[config.mk]
export PLATFORM = sky130hd
export DESIGN_NAME = imm_gen_arbiter_flat
export DESIGN_NICKNAME = d
export VERILOG_FILES = /design/src/rtl/imm_gen_arbiter_if.sv /design/src/rtl/imm_gen_arbiter.sv /design/src/flat_wrapper.sv
export SDC_FILE = /design/constraint.sdc
export NUM_CORES = 1
export LEC_CHECK = 0
export CAP_MARGIN = 20
export CORE_MARGIN = 2
export CORE_UTILIZATION = 25
export DETAILED_ROUTE_END_ITERATION = 7
export PLACE_DENSITY = 0.58
export RECOVER_POWER = 25
export SLEW_MARGIN = 0
export SYNTH_ARGS = -nofsm -noshare
export SYNTH_HDL_FRONTEND = slang
export SYNTH_SLANG_ARGS = --single-unit
[constraint.sdc]
create_clock -name clk -period 2.9 [get_ports clk]
set_clock_uncertainty 0.2 [all_clocks]
set_input_delay 0.58 -clock clk [delete_from_list [all_inputs] [get_ports clk]]
set_output_delay 0.58 -clock clk [all_outputs]
set_load 0.005 [all_outputs]
[src/rtl/imm_gen_arbiter_if.sv]
// Bus bundle between the imm_gen_arbiter, its two requesters, the ImmGenUnit
// and the result consumer. The slave modport is the arbiter's view.
interface imm_gen_arbiter_if #(
  parameter int unsigned WORD_LENGTH = 24,
  parameter int unsigned TAG_W       = 4
);
  logic                   req0_valid;
  logic [WORD_LENGTH-1:0] req0_instr;
  logic [TAG_W-1:0]       req0_tag;
  logic                   req0_ready;

  logic                   req1_valid;
  logic [WORD_LENGTH-1:0] req1_instr;
  logic [TAG_W-1:0]       req1_tag;
  logic                   req1_ready;

  logic [WORD_LENGTH-1:0] imm_instr;
  logic [WORD_LENGTH-1:0] imm_y;

  logic                   res_valid;
  logic [WORD_LENGTH-1:0] res_data;
  logic                   res_src;
  logic [TAG_W-1:0]       res_tag;
  logic                   res_ready;

  modport slave (
    input  req0_valid, req0_instr, req0_tag,
    input  req1_valid, req1_instr, req1_tag,
    input  imm_y, res_ready,
    output req0_ready, req1_ready, imm_instr,
    output res_valid, res_data, res_src, res_tag
  );

  modport master (
    output req0_valid, req0_instr, req0_tag,
    output req1_valid, req1_instr, req1_tag,
    output imm_y, res_ready,
    input  req0_ready, req1_ready, imm_instr,
    input  res_valid, res_data, res_src, res_tag
  );
endinterface

[src/rtl/imm_gen_arbiter.sv]
// imm_gen_arbiter: shares one combinational ImmGenUnit between the decode
// pipeline (requester 0, fixed priority) and a diagnostic port (requester 1,
// protected by an anti-starvation counter). The immediate is captured in a
// one-deep valid/ready output stage.
// Optional grant/stall statistics counters: define IMM_ARB_STATS_EN.
module imm_gen_arbiter #(
  parameter int unsigned WORD_LENGTH = 24,
  parameter int unsigned TAG_W       = 4,
  parameter int unsigned STARVE_MAX  = 3
) (
  input  logic                clk,
  input  logic                rst_n,
  imm_gen_arbiter_if.slave    bus
`ifdef IMM_ARB_STATS_EN
  ,
  input  logic                stat_clr,
  output logic [15:0]         stat_cnt0,
  output logic [15:0]         stat_cnt1,
  output logic [15:0]         stat_stall
`endif
);

  localparam int unsigned CNT_W      = 4;
  localparam logic [CNT_W-1:0] STARVE_LIM = CNT_W'(STARVE_MAX);

  logic                   res_valid_q;
  logic [WORD_LENGTH-1:0] res_data_q;
  logic                   res_src_q;
  logic [TAG_W-1:0]       res_tag_q;
  logic [CNT_W-1:0]       starve_cnt;

  logic                   can_accept_c;
  logic                   grant0_c;
  logic                   grant1_c;
  logic [WORD_LENGTH-1:0] imm_instr_c;

  // Arbitration: requester 1 wins when forced by starvation or uncontested.
  always_comb begin
    can_accept_c = !res_valid_q || bus.res_ready;
    grant1_c     = 1'b0;
    grant0_c     = 1'b0;
    imm_instr_c  = '0;
    if (rst_n && can_accept_c) begin
      if (bus.req1_valid && ((starve_cnt == STARVE_LIM) || !bus.req0_valid)) begin
        grant1_c = 1'b1;
      end else if (bus.req0_valid) begin
        grant0_c = 1'b1;
      end
    end
    if (grant1_c) begin
      imm_instr_c = bus.req1_instr;
    end else if (grant0_c) begin
      imm_instr_c = bus.req0_instr;
    end
  end

  assign bus.req0_ready = grant0_c;
  assign bus.req1_ready = grant1_c;
  assign bus.imm_instr  = imm_instr_c;
  assign bus.res_valid  = res_valid_q;
  assign bus.res_data   = res_data_q;
  assign bus.res_src    = res_src_q;
  assign bus.res_tag    = res_tag_q;

  // Output stage: capture on grant, drain when consumed, hold under back-pressure.
  always_ff @(posedge clk or negedge rst_n) begin
    if (!rst_n) begin
      res_valid_q <= 1'b0;
      res_data_q  <= '0;
      res_src_q   <= 1'b0;
      res_tag_q   <= '0;
    end else if (grant0_c || grant1_c) begin
      res_valid_q <= 1'b1;
      res_data_q  <= bus.imm_y;
      res_src_q   <= grant1_c;
      res_tag_q   <= grant1_c ? bus.req1_tag : bus.req0_tag;
    end else if (bus.res_ready) begin
      res_valid_q <= 1'b0;
    end
  end

  // Lost-arbitration counter for requester 1; frozen while the stage is stalled.
  always_ff @(posedge clk or negedge rst_n) begin
    if (!rst_n) begin
      starve_cnt <= '0;
    end else if (can_accept_c) begin
      if (grant1_c || !bus.req1_valid) begin
        starve_cnt <= '0;
      end else if (starve_cnt < STARVE_LIM) begin
        starve_cnt <= starve_cnt + CNT_W'(1);
      end
    end
  end

`ifdef IMM_ARB_STATS_EN
  logic stall_c;

  // A stall is a cycle where someone is asking but the stage cannot accept.
  always_comb begin
    stall_c = (bus.req0_valid || bus.req1_valid) && !can_accept_c;
  end

  // Saturating statistics; a clear beats a same-cycle increment.
  always_ff @(posedge clk or negedge rst_n) begin
    if (!rst_n) begin
      stat_cnt0  <= '0;
      stat_cnt1  <= '0;
      stat_stall <= '0;
    end else if (stat_clr) begin
      stat_cnt0  <= '0;
      stat_cnt1  <= '0;
      stat_stall <= '0;
    end else begin
      if (grant0_c && (stat_cnt0 != 16'hFFFF)) stat_cnt0 <= stat_cnt0 + 16'd1;
      if (grant1_c && (stat_cnt1 != 16'hFFFF)) stat_cnt1 <= stat_cnt1 + 16'd1;
      if (stall_c && (stat_stall != 16'hFFFF)) stat_stall <= stat_stall + 16'd1;
    end
  end
`endif

endmodule

[src/flat_wrapper.sv]
// flat-port wrapper written by rule: the top's interface ports become plain ports
module imm_gen_arbiter_flat 
#(
  parameter int unsigned WORD_LENGTH = 24,
  parameter int unsigned TAG_W       = 4,
  parameter int unsigned STARVE_MAX  = 3
)
  (clk, rst_n, bus_req0_valid, bus_req0_instr, bus_req0_tag, bus_req1_valid, bus_req1_instr, bus_req1_tag, bus_imm_y, bus_res_ready, bus_req0_ready, bus_req1_ready, bus_imm_instr, bus_res_valid, bus_res_data, bus_res_src, bus_res_tag);
  imm_gen_arbiter_if #(.WORD_LENGTH(WORD_LENGTH), .TAG_W(TAG_W)) bus_i ();
  input  logic clk;
  input  logic rst_n;
  input wire logic [$bits(bus_i.req0_valid)-1:0] bus_req0_valid;
  input wire logic [$bits(bus_i.req0_instr)-1:0] bus_req0_instr;
  input wire logic [$bits(bus_i.req0_tag)-1:0] bus_req0_tag;
  input wire logic [$bits(bus_i.req1_valid)-1:0] bus_req1_valid;
  input wire logic [$bits(bus_i.req1_instr)-1:0] bus_req1_instr;
  input wire logic [$bits(bus_i.req1_tag)-1:0] bus_req1_tag;
  input wire logic [$bits(bus_i.imm_y)-1:0] bus_imm_y;
  input wire logic [$bits(bus_i.res_ready)-1:0] bus_res_ready;
  output wire logic [$bits(bus_i.req0_ready)-1:0] bus_req0_ready;
  output wire logic [$bits(bus_i.req1_ready)-1:0] bus_req1_ready;
  output wire logic [$bits(bus_i.imm_instr)-1:0] bus_imm_instr;
  output wire logic [$bits(bus_i.res_valid)-1:0] bus_res_valid;
  output wire logic [$bits(bus_i.res_data)-1:0] bus_res_data;
  output wire logic [$bits(bus_i.res_src)-1:0] bus_res_src;
  output wire logic [$bits(bus_i.res_tag)-1:0] bus_res_tag;
  assign bus_i.req0_valid = bus_req0_valid;
  assign bus_i.req0_instr = bus_req0_instr;
  assign bus_i.req0_tag = bus_req0_tag;
  assign bus_i.req1_valid = bus_req1_valid;
  assign bus_i.req1_instr = bus_req1_instr;
  assign bus_i.req1_tag = bus_req1_tag;
  assign bus_i.imm_y = bus_imm_y;
  assign bus_i.res_ready = bus_res_ready;
  assign bus_req0_ready = bus_i.req0_ready;
  assign bus_req1_ready = bus_i.req1_ready;
  assign bus_imm_instr = bus_i.imm_instr;
  assign bus_res_valid = bus_i.res_valid;
  assign bus_res_data = bus_i.res_data;
  assign bus_res_src = bus_i.res_src;
  assign bus_res_tag = bus_i.res_tag;
  imm_gen_arbiter #(.WORD_LENGTH(WORD_LENGTH), .TAG_W(TAG_W), .STARVE_MAX(STARVE_MAX)) u_core (.clk(clk), .rst_n(rst_n), .bus(bus_i));
endmodule
* After elaboration in Yosys (flattened, before gate mapping)
Index checks and enable logic that the tools add are counted.
** Word-level totals
- Bits in registers :: 34
- Bits of input ports :: 85
- Word-level logic and storage cells :: 32
** Cells by class
- Add/sub/neg operators :: 1
- $lt $le $gt $ge :: 1
- Equality and inequality tests :: 1
- Muxes and demuxes :: 12
- Reductions and logical operators :: 12
** Operators with widths (count)
- 24-bit two-way mux :: 2
- 4-bit two-way mux :: 3
- 1-bit two-way mux :: 7
- 4-bit by 1-bit adder with 4-bit output (second input constant) :: 1
- 4-bit by 2-bit == test with 1-bit output (second input constant) :: 1
- 1-bit logical OR :: 4
- 4-bit by 2-bit < comparator with 1-bit output (second input constant) :: 1
- 2-bit nonzero test :: 2
- 1-bit logical NOT :: 3
- 1-bit logical AND :: 2
- 2-bit AND reduction :: 1

* Depth between registers and ports, before layout
- Depth in word-level cells :: 8
- Mapped depth :: 6
- Mapped depth without buffers :: 4

* Worst setup path before layout
Ideal clock, no wire load.
- Path type :: input to output
- Start point :: in bus_res_ready
- End point :: out bus_imm_instr[10]
- Arrival time :: 1.446 ns
- Data required time :: 2.120 ns
- Slack :: 0.674 ns
- Cell stages on the path :: 5
- Path buffers :: 2
- Cells stage by stage :: nand2b_1 > clkbuf_1 > nand2_1 > clkbuf_1 > a21oi_1
** Between the ends
- Cells in the longest elaborated chain, start to end :: 5
- Elaborated cells between the ends (all ways) :: 6
- Classes of those cells :: mux: 4; reduce/logical: 2
** Ends and longest elaborated chain
- start: declaration :: line flat_wrapper.sv:19 : input wire logic [$bits(bus_i.res_ready)-1:0] bus_res_ready;
- 1-bit logical OR * :: line imm_gen_arbiter.sv:39 : can_accept_c = !res_valid_q || bus.res_ready;
- 1-bit logical AND * :: line imm_gen_arbiter.sv:43 : if (rst_n && can_accept_c) begin
- 1-bit two-way mux :: line imm_gen_arbiter.sv:43
- 24-bit two-way mux :: line imm_gen_arbiter.sv:52 : end else if (grant0_c) begin
- 24-bit two-way mux * :: line imm_gen_arbiter.sv:50 : if (grant1_c) begin
- end: declaration :: line flat_wrapper.sv:22 : output wire logic [$bits(bus_i.imm_instr)-1:0] bus_imm_instr;
Every way passes the cells marked *; elsewhere a longest branch is shown, timed or not.

* Worst setup path in the final report
- Start point :: reg u_core.starve_cnt[0]
- End point :: out bus_imm_instr[1]
** Between the ends
- Cells in the longest elaborated chain, start to end :: 7
- Elaborated cells between the ends (all ways) :: 9
- Classes of those cells :: eq/ne: 1; mux: 6; reduce/logical: 2
** Ends and longest elaborated chain
- start: declaration :: line imm_gen_arbiter.sv:30 : logic [CNT_W-1:0] starve_cnt;
- start signal: assignment :: line imm_gen_arbiter.sv:90 : starve_cnt <= starve_cnt + CNT_W'(1);
- 4-bit by 2-bit == test with 1-bit output * :: line imm_gen_arbiter.sv:44 : if (bus.req1_valid && ((starve_cnt == STARVE_LIM) || !bus.req0_valid)) begin
- 1-bit logical OR * :: line imm_gen_arbiter.sv:44
- 1-bit logical AND * :: line imm_gen_arbiter.sv:44
- 1-bit two-way mux :: line imm_gen_arbiter.sv:44
- 1-bit two-way mux :: line imm_gen_arbiter.sv:43
- 24-bit two-way mux :: line imm_gen_arbiter.sv:52
- 24-bit two-way mux * :: line imm_gen_arbiter.sv:50
Marks and branches as above.

==> impl_metrics.py <==
metrics = {
    "place": {
        "io_buffers": 140,
        "dp_slack_ns": -0.145,
        "place_congestion": 0.678,
        "dp_hpwl_mm": 5.24,
        "dp_cells": 437,
    },
    "pwr": {
        "vdd_drop_max_v": 0.000156,
        "p_per_area_nw_per_um2": 414,
        "totalPowerFinal_mw": 1.60,
        "power.leakage_nw": 1.78,
    },
    "logic_synthesis": {
        "syn_area_um2": 2020,
        "post_synth_inst_count": 196,
        "synth_seq_cells": 34,
        "syn_avg_cell_area_um2": 10.3,
        "yosysUniqueCellTypes": 32,
        "syn-num-nets": 282,
        "yosysWarnings": 0,
        "yosysSeqAreaShare": 0.420,
    },
    "final_layout": {
        "seq_area_um2": 851,
        "stdcell_count": 453,
        "antennaDiodeCount": 0,
        "layout-drive-gt1-share": 0.185,
        "multi_input_area_um2": 1090,
        "fin_util": 0.500,
        "syn_to_final_growth_pct": 91.7,
        "layout_common_cells": "clkdlybuf4s50_1 (111), dfrtp_1 (34), nand3_1 (31)",
        "fillers": 745,
        "fin_nets": 436,
        "final_common_cell": "clkdlybuf4s50_1",
    },
    "sta": {
        "grt_setup_unrepaired": "no",
        "relSlewSlack": 0.0925,
        "slew_viol_final": 0,
        "fmax_ghz": 0.364,
        "finalSetupViolCount": 0,
        "hold_violations": 0,
        "whs_ns": 0.307,
        "finalCriticalPeriod_ns": 2.75,
        "setup_ws_ns": 0.154,
        "worst_pin_slew_ns": 1.36,
        "timing.final.crit_share": 0.947,
    },
    "routing": {
        "postRouteAntennaNets": 0,
        "drtIter0Drc": 44,
        "avgRoutedWirePerCell_um": 15.7,
        "finalWirelength_mm": 7.12,
        "drc": 0,
        "num_vias": 2183,
        "viasPerCell": 4.82,
        "firstDrtPassIters": 5,
    },
    "die": {
        "die_area_um2": 8830,
        "core_um2": 7770,
        "die_w_um": 94.0,
        "ioPinCount": 141,
        "die_h_um": 94.0,
        "start_util": 0.261,
        "fp-row-count": 32,
    },
    "min_path": {
        "min_from": "u_core.bus.res_data[2]",
        "hp-class": "reg -> reg",
    },
    "critical_path": {
        "rr_startpoint": "u_core.bus.res_valid",
        "crit_required_ns": 2.12,
        "cp.arrival_ns": 1.97,
        "cp-end-kind": "primary output",
        "startpoint": "u_core.starve_cnt[0]",
        "cp_max_fo": 13,
        "crit_type": "reg -> out",
        "startpoint_type": "register",
    },
    "clocking": {
        "cts_root_buf": "clkbuf_8",
        "clock_sinks": 34,
        "htreeDepth": 2,
        "clk_latency_ns": 0.28,
        "cts_buffers": 5,
        "path_clk_slew_ns": 0.07,
        "cts_max_path_buffers": 2,
        "cts_tree": "yes",
    },
    "global_route": {
        "globalRouteTotalUtil": 0.158,
        "antenna_found_initial": 0,
        "grt_pass1_vias": 2252,
        "grt_pass1_wl_mm": 10.9,
        "overflow": 0,
        "grt_max_degree": 27,
    },
    "job": {
        "maxCapViolations": 0,
    },
    "outcome": {
        "status": "finished, final reports clean",
    },
}
registers in the layout, summed over array words and instances (netlist names):
name	flops
u_core.starve_cnt	4
u_core.bus.res_valid	1
u_core.bus.res_src	1
u_core.bus.res_tag	4
u_core.bus.res_data	24
repair_timing:
item                                    CTS  global route
gates resized for setup                  29            10
setup buffers                             3             2
hold buffers                              1             0
gates cloned                              2             0
hold endpoints to repair                  4             0
pin swaps                                 2             2
endpoints found under the setup margin   26             9
final timing paths:
check / end / slack (ns) / depth (start not counted)
worst max-delay path: bus_imm_instr[1] / 0.15 / 8
worst min register to register: u_core.bus.res_data[2] / 0.31 / 1
max in group asynchronous: u_core.bus.res_data[10] / 0.97 / 2
worst min-delay path: u_core.bus.res_data[2] / 0.31 / 1
min in group asynchronous: u_core.starve_cnt[1] / 0.34 / 2
worst max register to register: u_core.bus.res_data[1] / 0.80 / 4
worst max-delay path, cell delays in order (launching register included):
cell and delay (ns):
dfrtp_1 0.41, ha_4 0.19, nor3b_4 0.15, buf_4 0.13, buf_4 0.13, buf_12 0.13, o211ai_1 0.17, a21oi_1 0.08
dlygate4sd2_1 0.28
cell type report:
class	count	area share
Clock buffer	7	0.0223
Multi-Input combinational cell	138	0.282
Sequential cell	34	0.219
Tap cell	102	0.0329
Inverter	3	0.00387
Timing Repair Buffer	168	0.439
Clock inverter	1	0.00129
logic make-up (layout without fill, tap and decap cells):
logic type | Yosys count | in the layout | share of synthesized area
compound gates | 65 | 65 | 0.210
simple gates | 48 | 48 | 0.135
flops | 34 | 34 | 0.420
mux | 24 | 24 | 0.167
buf+inv | 24 | 179 | 0.0618
fa+ha+maj | 1 | 1 | 0.00618
power by group:
group	internal, mW	switching (mW)
clock	0.191	0.165
combinational	0.433	0.213
sequential	0.557	0.0463
total	1.18	0.424
synthesized netlist by cell type:
cell type | number | area [um2]
nor2b_1 | 2 | 12.5
a21o_1 | 1 | 7.51
a211oi_2 | 1 | 12.5
inv_1 | 1 | 3.75
a2111oi_0 | 1 | 8.76
nand4bb_1 | 1 | 11.3
ha_1 | 1 | 12.5
o211ai_1 | 24 | 180
clkinv_1 | 1 | 3.75
buf_6 | 4 | 45.0
or3_4 | 1 | 11.3
nor3_1 | 1 | 5.00
nand2b_1 | 2 | 12.5
a221oi_1 | 1 | 8.76
inv_4 | 1 | 6.26
buf_2 | 2 | 10.0
or4b_1 | 1 | 10.0
clkbuf_1 | 15 | 56.3
mux2_4 | 18 | 270
mux2_2 | 6 | 67.6
nor3b_2 | 1 | 12.5
nor2_1 | 2 | 7.51
nand3_1 | 31 | 155
nand4b_1 | 1 | 8.76
o221ai_1 | 3 | 26.3
nand2_1 | 3 | 11.3
nor3b_1 | 2 | 15.0
o31a_1 | 1 | 8.76
a21oi_1 | 27 | 135
o31ai_1 | 3 | 22.5
o21ai_0 | 3 | 15.0
dfrtp_1 | 34 | 851
layer usage:
| layer | vias up | share of wire | track usage |
|---|---|---|---|
| met5 | - | 0 | 0 |
| met4 | 0 | 0.0079 | 0.0290 |
| met3 | 6 | 0.11 | 0.0618 |
| met2 | 118 | 0.47 | 0.282 |
| met1 | 1006 | 0.41 | 0.178 |
| li1 | 1053 | - | - |
stage by stage:
stage               setup TNS (ns)  instance area [um2]
floorplan                        0                 2020
global placement             -1.14                 3640
detailed placement           -1.89                 3640
CTS                              0                 3840
global route                     0                 3880
finish                           0                 3880
Power figures use the tool's default switching activity.
